### config.mk
export PLATFORM = sky130hd
export DESIGN_NAME = walk_xing_ctrl
export DESIGN_NICKNAME = d
export VERILOG_FILES = /design/src/rtl/walk_pkg.sv /design/src/rtl/walk_req_latch.sv /design/src/rtl/walk_xing_ctrl.sv
export SDC_FILE = /design/constraint.sdc
export NUM_CORES = 1
export LEC_CHECK = 0
export ABC_AREA = 1
export CAP_MARGIN = 15
export CORE_MARGIN = 2
export CORE_UTILIZATION = 50
export DETAILED_ROUTE_END_ITERATION = 6
export GPL_ROUTABILITY_DRIVEN = 1
export PLACE_DENSITY = 0.74
export SLEW_MARGIN = 30
export SYNTH_ARGS = -nofsm -noshare
export SYNTH_HDL_FRONTEND = slang
export SYNTH_SLANG_ARGS = --single-unit
### constraint.sdc
create_clock -name clk -period 2.2 [get_ports clk]
set_clock_uncertainty 0.15 [all_clocks]
set_input_delay 0.44 -clock clk [delete_from_list [all_inputs] [get_ports clk]]
set_output_delay 0.44 -clock clk [all_outputs]
set_load 0.01 [all_outputs]
### src/rtl/walk_pkg.sv
// Shared types and default timing for the pedestrian-crossing controller.
package walk_pkg;

   // Controller phases, in the order they are visited.
   typedef enum logic [2:0] {
      GREEN   = 3'd0,
      YELLOW  = 3'd1,
      ALLRED1 = 3'd2,
      WALK    = 3'd3,
      FLASH   = 3'd4,
      ALLRED2 = 3'd5
   } walk_state_e;

   // Default geometry and phase durations, all counted in ticks.
   localparam int unsigned DEF_N_XING      = 2;
   localparam int unsigned DEF_CNT_W       = 8;
   localparam int unsigned DEF_T_GREEN_MIN = 20;
   localparam int unsigned DEF_T_YELLOW    = 4;
   localparam int unsigned DEF_T_ALLRED    = 2;
   localparam int unsigned DEF_T_WALK      = 10;
   localparam int unsigned DEF_T_FLASH     = 6;

   // A duration is usable when it is non-zero and its terminal count fits the counter.
   function automatic bit timing_ok(input int unsigned t, input int unsigned w);
      return (t >= 1) && (t < (32'd1 << w));
   endfunction

endpackage

### src/rtl/walk_req_latch.sv
// One crosswalk request latch: set by a button pulse, cleared when the channel is served.
module walk_req_latch (
   input  logic clk,
   input  logic rst,
   input  logic set,
   input  logic clr,
   output logic pending
);

   // Clear has priority so a press on the serve cycle is absorbed by the phase it starts.
   always_ff @(posedge clk or posedge rst) begin
      // NOTE: sequential state uses non-blocking assignments so every flop samples pre-edge values.
      if (rst) begin
         pending <= 1'b0;
      end else if (clr) begin
         pending <= 1'b0;
      end else if (set) begin
         pending <= 1'b1;
      end
   end

endmodule

### src/rtl/walk_xing_ctrl.sv
// Pedestrian-crossing controller: latches walk requests per crosswalk and runs
// the vehicle lights through green, yellow, all-red, walk, flash and all-red.
module walk_xing_ctrl
   import walk_pkg::*;
#(
   parameter int unsigned N_XING      = DEF_N_XING,
   parameter int unsigned CNT_W       = DEF_CNT_W,
   parameter int unsigned T_GREEN_MIN = DEF_T_GREEN_MIN,
   parameter int unsigned T_YELLOW    = DEF_T_YELLOW,
   parameter int unsigned T_ALLRED    = DEF_T_ALLRED,
   parameter int unsigned T_WALK      = DEF_T_WALK,
   parameter int unsigned T_FLASH     = DEF_T_FLASH
) (
   input  logic              clk,
   input  logic              rst,
   input  logic              tick,
   input  logic [N_XING-1:0] req,
   output logic [N_XING-1:0] req_pending,
   output logic [N_XING-1:0] walk,
   output logic [N_XING-1:0] dont_walk,
   output logic              veh_green,
   output logic              veh_yellow,
   output logic              veh_red,
   output logic              busy
);

   // Reject configurations the counter cannot time.
   if (!(N_XING >= 1 &&
         timing_ok(T_GREEN_MIN, CNT_W) && timing_ok(T_YELLOW, CNT_W) &&
         timing_ok(T_ALLRED, CNT_W) && timing_ok(T_WALK, CNT_W) &&
         timing_ok(T_FLASH, CNT_W))) begin : g_param_err
      $error("walk_xing_ctrl: N_XING must be >=1 and every T_* must be in [1, 2**CNT_W-1]");
   end

   // Terminal counts: a timed phase ends on the tick that finds cnt at these values.
   localparam logic [CNT_W-1:0] LIM_GREEN  = CNT_W'(T_GREEN_MIN - 1);
   localparam logic [CNT_W-1:0] LIM_YELLOW = CNT_W'(T_YELLOW - 1);
   localparam logic [CNT_W-1:0] LIM_ALLRED = CNT_W'(T_ALLRED - 1);
   localparam logic [CNT_W-1:0] LIM_WALK   = CNT_W'(T_WALK - 1);
   localparam logic [CNT_W-1:0] LIM_FLASH  = CNT_W'(T_FLASH - 1);

   walk_state_e       state, state_nxt;
   logic [CNT_W-1:0]  cnt, cnt_nxt, lim;
   logic [N_XING-1:0] served, served_nxt;
   logic [N_XING-1:0] pending, clr;
   logic              flash_ph, flash_nxt;
   logic              serve;

   // Per-crosswalk request latches; only channels actually captured for this walk phase are cleared.
   for (genvar i = 0; i < N_XING; i++) begin : g_latch
      walk_req_latch u_latch (
         .clk     (clk),
         .rst     (rst),
         .set     (req[i]),
         .clr     (clr[i]),
         .pending (pending[i])
      );
   end

   assign clr = {N_XING{serve}} & pending;

   // State, phase timer, served set and flash phase register.
   always_ff @(posedge clk or posedge rst) begin
      if (rst) begin
         state    <= GREEN;
         cnt      <= '0;
         served   <= '0;
         flash_ph <= 1'b1;
      end else begin
         state    <= state_nxt;
         cnt      <= cnt_nxt;
         served   <= served_nxt;
         flash_ph <= flash_nxt;
      end
   end

   // Next-state logic: advance the phase timer on tick and leave a phase at its terminal count.
   always_comb begin
      // NOTE: every always_comb output gets a default first so no path can infer a latch.
      state_nxt  = state;
      cnt_nxt    = cnt;
      served_nxt = served;
      flash_nxt  = flash_ph;
      serve      = 1'b0;

      unique case (state)
         GREEN:            lim = LIM_GREEN;
         YELLOW:           lim = LIM_YELLOW;
         ALLRED1, ALLRED2: lim = LIM_ALLRED;
         WALK:             lim = LIM_WALK;
         FLASH:            lim = LIM_FLASH;
         default:          lim = LIM_GREEN;
      endcase

      if (tick) begin
         if (cnt != lim) begin
            cnt_nxt = cnt + CNT_W'(1);
         end else begin
            cnt_nxt = '0;
            unique case (state)
               GREEN: begin
                  if (|pending) begin
                     state_nxt = YELLOW;
                  end else begin
                     cnt_nxt = cnt;   // green saturates until someone asks to cross
                  end
               end
               YELLOW:  state_nxt = ALLRED1;
               ALLRED1: begin
                  state_nxt  = WALK;
                  served_nxt = pending;
                  serve      = 1'b1;
               end
               WALK: begin
                  state_nxt = FLASH;
                  flash_nxt = 1'b1;
               end
               FLASH:   state_nxt = ALLRED2;
               ALLRED2: begin
                  state_nxt  = GREEN;
                  served_nxt = '0;
               end
               default: state_nxt = GREEN;
            endcase
         end
         if (state == FLASH) begin
            flash_nxt = ~flash_ph;
         end
      end
   end

   // Lamp decode straight from registered state; walk and dont_walk are mutually exclusive.
   assign veh_green   = (state == GREEN);
   assign veh_yellow  = (state == YELLOW);
   assign veh_red     = (state == ALLRED1) || (state == WALK) ||
                        (state == FLASH)   || (state == ALLRED2);
   assign busy        = (state != GREEN);
   assign walk        = (state == WALK) ? served : '0;
   assign dont_walk   = (state == FLASH) ? (~served | {N_XING{flash_ph}}) : ~walk;
   assign req_pending = pending;

endmodule

# [Word level (Yosys, flattened, before mapping)]
# Index checks and enable logic that the tools add are counted.
[totals] ff_bits=16 inputBits=5 output_inout_bits=10
[op_classes] eq_ne=9 n_addsub=1 mux=19 n_reduce_logical=15 bitwise=6
[ops] cell="2-to-1 mux 8 bit" count=3
[ops] cell="one-hot mux 5 bit (4 select lines)" count=1
[ops] cell="one-hot mux 3 bit (5 select lines)" count=1
[ops] cell="2-to-1 mux 1 bit" count=10
[ops] cell="AND reduction 3 bit" count=3
[ops] cell="adder 8 x 1 -> 8 bit, second input constant" count=1
[ops] cell="!= test 8 bit" count=1
[ops] cell="nonzero test 2 bit" count=4
[ops] cell="equality test 3 x 2 -> 1 bit, second input constant" count=2
[ops] cell="equality test 3 bit, second input constant" count=2
[ops] cell="2-to-1 mux 2 bit" count=2
[ops] cell="!= test 2 x 1 -> 1 bit, second input constant" count=2
[ops] cell="NOT 2 bit" count=2
[ops] cell="one-hot mux 2 bit (2 select lines)" count=1
[ops] cell="OR reduction 2 bit" count=2
[ops] cell="equality test 3 x 1 -> 1 bit, second input constant" count=1
[ops] cell="logical NOT 3 bit" count=1
[ops] cell="logical OR 1 bit" count=3
[ops] cell="2-to-1 mux 3 bit" count=1
[ops] cell="!= test 3 x 1 -> 1 bit, second input constant" count=1
[ops] cell="nonzero test 3 bit" count=1
[ops] cell="AND 2 bit" count=1
[ops] cell="NOT 1 bit" count=2
[ops] cell="bitwise OR 2 bit" count=1
[ops] cell="AND reduction 2 bit" count=1

# [Depth between registers and ports, before layout]
[depth] ltp_word=8 mapped_depth=13 mapped_depth_nobuf=13

# [Modules after synthesis]
# A second synthesis with hierarchy kept.
[hier_totals] cells_unflattened=178 area_unflattened_um2=1216.2
[modules_own_cells] module="walk_xing_ctrl" area_each_um2=1143.6 n_inst=1 cells_per_inst=170
[modules_own_cells] module="walk_req_latch" area_each_um2=36.3 n_inst=2 cells_per_inst=4

# [Worst setup path after synthesis]
# Ideal clock, no wire load.
[synth_timing] path_kind="reg2reg" startpoint="register state[0]" endpoint="register cnt[2]" arrival_time_ns=1.479 slack_ns=0.450 required_ns=1.929 setup_ns=0.121 path_stages_with_launch=9 period_less_slack_ns=1.750 path_cell_list="dfrtp_1 nor2_1 nand2_1 inv_1 nand2_1 nand2_1 inv_1 o211ai_1 nand2_1"
[synth_lines] item="start, declared" line_no="walk_xing_ctrl.sv:42" source="walk_state_e state, state_nxt;"
[synth_lines] item="start signal, assigned" line_no="walk_xing_ctrl.sv:70" source="state <= state_nxt;"
[synth_lines] item="logical NOT 3 bit *"
[synth_lines] item="named net veh_green" line_no="walk_xing_ctrl.sv:21" source="output logic veh_green,"
[synth_lines] item="!= test 3 x 1 -> 1 bit (no source line) / 2-to-1 mux 8 bit (equally long branches)"
[synth_lines] item="AND reduction 2 bit (no source line) / 2-to-1 mux 8 bit (equally long branches)"
[synth_lines] item="end signal, assigned" line_no="walk_xing_ctrl.sv:71" source="cnt <= cnt_nxt;"
[synth_lines] item="end, declared" line_no="walk_xing_ctrl.sv:43" source="logic [CNT_W-1:0] cnt, cnt_nxt, lim;"
# Mark *: on every way through the listed nets, which the timed path passes. The rest lies on a longest branch.
# A chain may end at the register's enable or synchronous reset.

# [Final worst setup path]
[layout_timing] startpoint="register state[2]" endpoint="output port walk[1]"
[layout_via] elab_chain_len=2
[layout_lines] item="equality test 3 x 2 -> 1 bit" line_no="walk_xing_ctrl.sv:138" source="assign walk = (state == WALK) ? served : '0;"
[layout_lines] item="2-to-1 mux 2 bit" line_no="walk_xing_ctrl.sv:138"
[layout_lines] item="end, declared" line_no="walk_xing_ctrl.sv:19" source="output logic [N_XING-1:0] walk,"
# Every way passes these cells.

==> impl_summary.txt <==
----------------------------------------------------
[Outcome]
  Status ... finished clean

[Timing]
  Min cycle time layout ... 2120 ps
  Final-report max-slew violation count ... 0
  Setup Total Neg Slack ... 0 ps
  Actual slew at the worst max-slew pin ... 635 ps
  Number of failing hold endpoints at the final stage ... 0
  Peak clock frequency supported by timing ... 473 MHz
  Final setup viols ... 0
  Setup repair after global routing missed its margin ... false
  Share of the clock period used by the worst path ... 96.2%
  Relative slew slack ... 57.6%

[Synth]
  Area fraction of the dominant cell type after synthesis ... 35.5%
  Number of instances in the synthesized netlist ... 155
  Dominant cells by area after synthesis ... sky130_fd_sc_hd__dfrtp_1 (35%), sky130_fd_sc_hd__nand2_1 (18%), sky130_fd_sc_hd__nand3_1 (9.5%)
  Sequential element share of the synthesized area ... 37.9%
  Distinct cells, synth ... 21
  Post-synthesis register bit count ... 16
  Cell area after technology mapping ... 1060 µm²
  Cell type contributing the most total cell area after synthesis ... sky130_fd_sc_hd__dfrtp_1
  Synth warnings ... 0
  Mean area per synthesized cell ... 6.83 µm²
  Synthesized Nets ... 161

[Detailed routing]
  Routed vias/inst ... 4.93
  First-pass detailed-route iteration total ... 4
  Iteration-0 DRC count of the detailed router ... 31
  Met1 WL ... 1070 µm
  Final WL ... 2360 µm
  Detail Route met3 WL ... 79 µm
  Final routed DRC violation total ... 0
  Top layer reached by signal wires ... met4
  Post-detailed-route wirelength per cell ... 11.5 µm
  Total met2 wirelength after detailed routing ... 1170 µm
  DRT antenna net count ... 0
  Via count ... 1010

[Final layout]
  Fraction of layout instances using a drive strength above 1 ... 17.4%
  Most common cell after layout, fill and taps aside ... sky130_fd_sc_hd__nand2_1
  Final design instance area without fill ... 1320 µm²
  Final instance count without filler cells ... 205
  Layout overhead on the synthesized area ... 24.3%
  Fillcell total ... 166
  Diode insertion count for antenna repair ... 0
  Most used cells in the layout excluding fill and tap cells ... sky130_fd_sc_hd__nand2_1 (50), sky130_fd_sc_hd__inv_1 (21), sky130_fd_sc_hd__nand3_1 (20)
  Post-layout utilization of the core ... 66.4%
  Layout net count ... 185

[Floorplan]
  Starting density of the core ... 53.4%
  Number of rows in the core area ... 16
  Die height ... 50.0 µm
  Die footprint ... 2500 µm²
  Die span in x ... 50.0 µm
  Number of placed I/O pins ... 15
  CORE AREA ... 1980 µm²

[CTS]
  CTS H-tree lvls ... 1
  Clock sink count ... 16
  Post-CTS Hold Buffers ... 0
  CTS Root Cell ... sky130_fd_sc_hd__clkbuf_4
  Clock-pin slew of the registers on the worst-case setup and hold paths ... 90 ps
  Clock network latency to the later pin of the worst-skew pair ... 290 ps
  Number of CTS-inserted buffers ... 3
  Worst-case clock buffer depth ... 2
  Clock tree from TritonCTS ... yes

[Global route]
  Maximum number of pins on one net before global-route repair ... 17
  Antenna violations before repair ... 0
  Global-route wire length before repair ... 3910 µm
  Global routing usage summed across all routing layers ... 20.3%
  Remaining global-route overflow ... 0
  Vias in the first global route ... 977

[Critical path]
  Arr. time, crit path ... 1530 ps
  Endpoint of the worst register-to-register path ... cnt[4]
  Critical path start-end classification ... reg2out
  R2R setup slack ... 200 ps
  Maximum fanout along the worst path ... 5
  Crit end category ... primary output
  Setup crit start ... state[2]
  Nature of the critical path startpoint ... flip-flop
  Data required time of the critical path ... 1610 ps
  R2R depth ... 13
  Setup crit end ... walk[1]
  Crit Reg-Reg Startpoint ... state[0]

[Hold path]
  Start point of the worst hold path ... flash_ph
  Type of the worst min-delay path ... reg2reg

[Pwr]
  Worst vdd ir ... 0.594 mV
  Leak Pwr ... 0.724 nW
  Cell Pwr Density ... 810 nW/µm²
  Overall Power ... 1.07 mW

[Run]
  Max Cap Viol ... 0

[Placement]
  Cell count after placement ... 194
  Number of buffer cells added on primary ports ... 14
  Gp weighted congestion ... 0.872
  Area post-placement ... 1220 µm²
  DPL Wire Length ... 1710 µm

----------------------------------------------------
[sequential cells by signal, summed over array words and instances, names as in the netlist]
register	flops
cnt	8
state	3
g_latch.u_latch.pending	2
served	2
flash_ph	1
[worst max-delay path, stage by stage, from the launching register on]
cell and delay [ps]:
sky130_fd_sc_hd__dfrtp_1 400, sky130_fd_sc_hd__inv_2 100, sky130_fd_sc_hd__nand3_4 100, sky130_fd_sc_hd__nor2_1 100, sky130_fd_sc_hd__clkdlybuf4s50_1 540
[what timing repair did]
| action | in CTS | in global routing |
|---|---|---|
| setup buffers | 3 | 4 |
| gates cloned | 0 | 0 |
| pin swaps | 0 | 1 |
| setup endpoints to repair | 7 | 4 |
| resized for setup | 8 | 6 |
[stage by stage]
step / hold slack [ps] / worst slack (ps)
3_3_place_gp: 330 / 134
5_1_grt: 365 / 21.7
4_1_cts: 350 / 14.6
6_report: 350 / 84.4
3_5_place_dp: 336 / 107
2_1_floorplan: 203 / 450
[how the worst min path moves through the flow]
stage	end	slack [ps]	depth (start not counted)
after floorplan	cnt[0]	200	1
after global placement	flash_ph	330	2
after detailed placement	flash_ph	340	2
after CTS	flash_ph	350	2
after global routing	flash_ph	360	2
final	flash_ph	350	2
[per-layer routing]
metal  global-route usage (%)  vias to the layer above
met1                     23.9                      453
met4                     8.33                        0
li1                         -                      526
met2                     36.0                       24
met3                     3.64                        7
met5                        0                        -
[cell type report]
| cell class | count | area, µm² | area share (%) |
|---|---|---|---|
| clock buffer | 4 | 26.3 | 2.00 |
| inverter | 27 | 101 | 7.70 |
| multi-input combinational | 109 | 554 | 42.1 |
| sequential | 16 | 404 | 30.7 |
| tap | 27 | 33.8 | 2.57 |
| timing repair buffer | 22 | 196 | 14.9 |
[cells by family (layout without fill, tap and decap cells)]
family / after synthesis / count (layout) / synth area share [%]
buffers and inverters: 30 / 53 / 11.3
and+or+nand+nor: 93 / 93 / 40.1
AOI/OAI and AO/OA: 9 / 9 / 4.49
DFF: 16 / 16 / 37.9
xor gates and xnor gates: 6 / 6 / 4.96
adders and majority gates: 1 / 1 / 1.18
[where the power goes]
group          internal [mW]  leakage [nW]  switching [mW]  total, mW
Clock                 0.0705        0.0150          0.0946      0.165
Combinational          0.203         0.508           0.257      0.459
Sequential             0.351         0.200          0.0899      0.441
Total                  0.625         0.724           0.441       1.07
[cell usage after synthesis (all sizes together)]
master	number
nand2	55
inv	27
nand3	22
dfrtp	15
nor2	12
o21ai	7
xor2	6
buf	3
nor3	3
a21oi	1
dfstp	1
ha	1
nand3b	1
o211ai	1
Note: power is estimated with default switching activity, not from simulation.
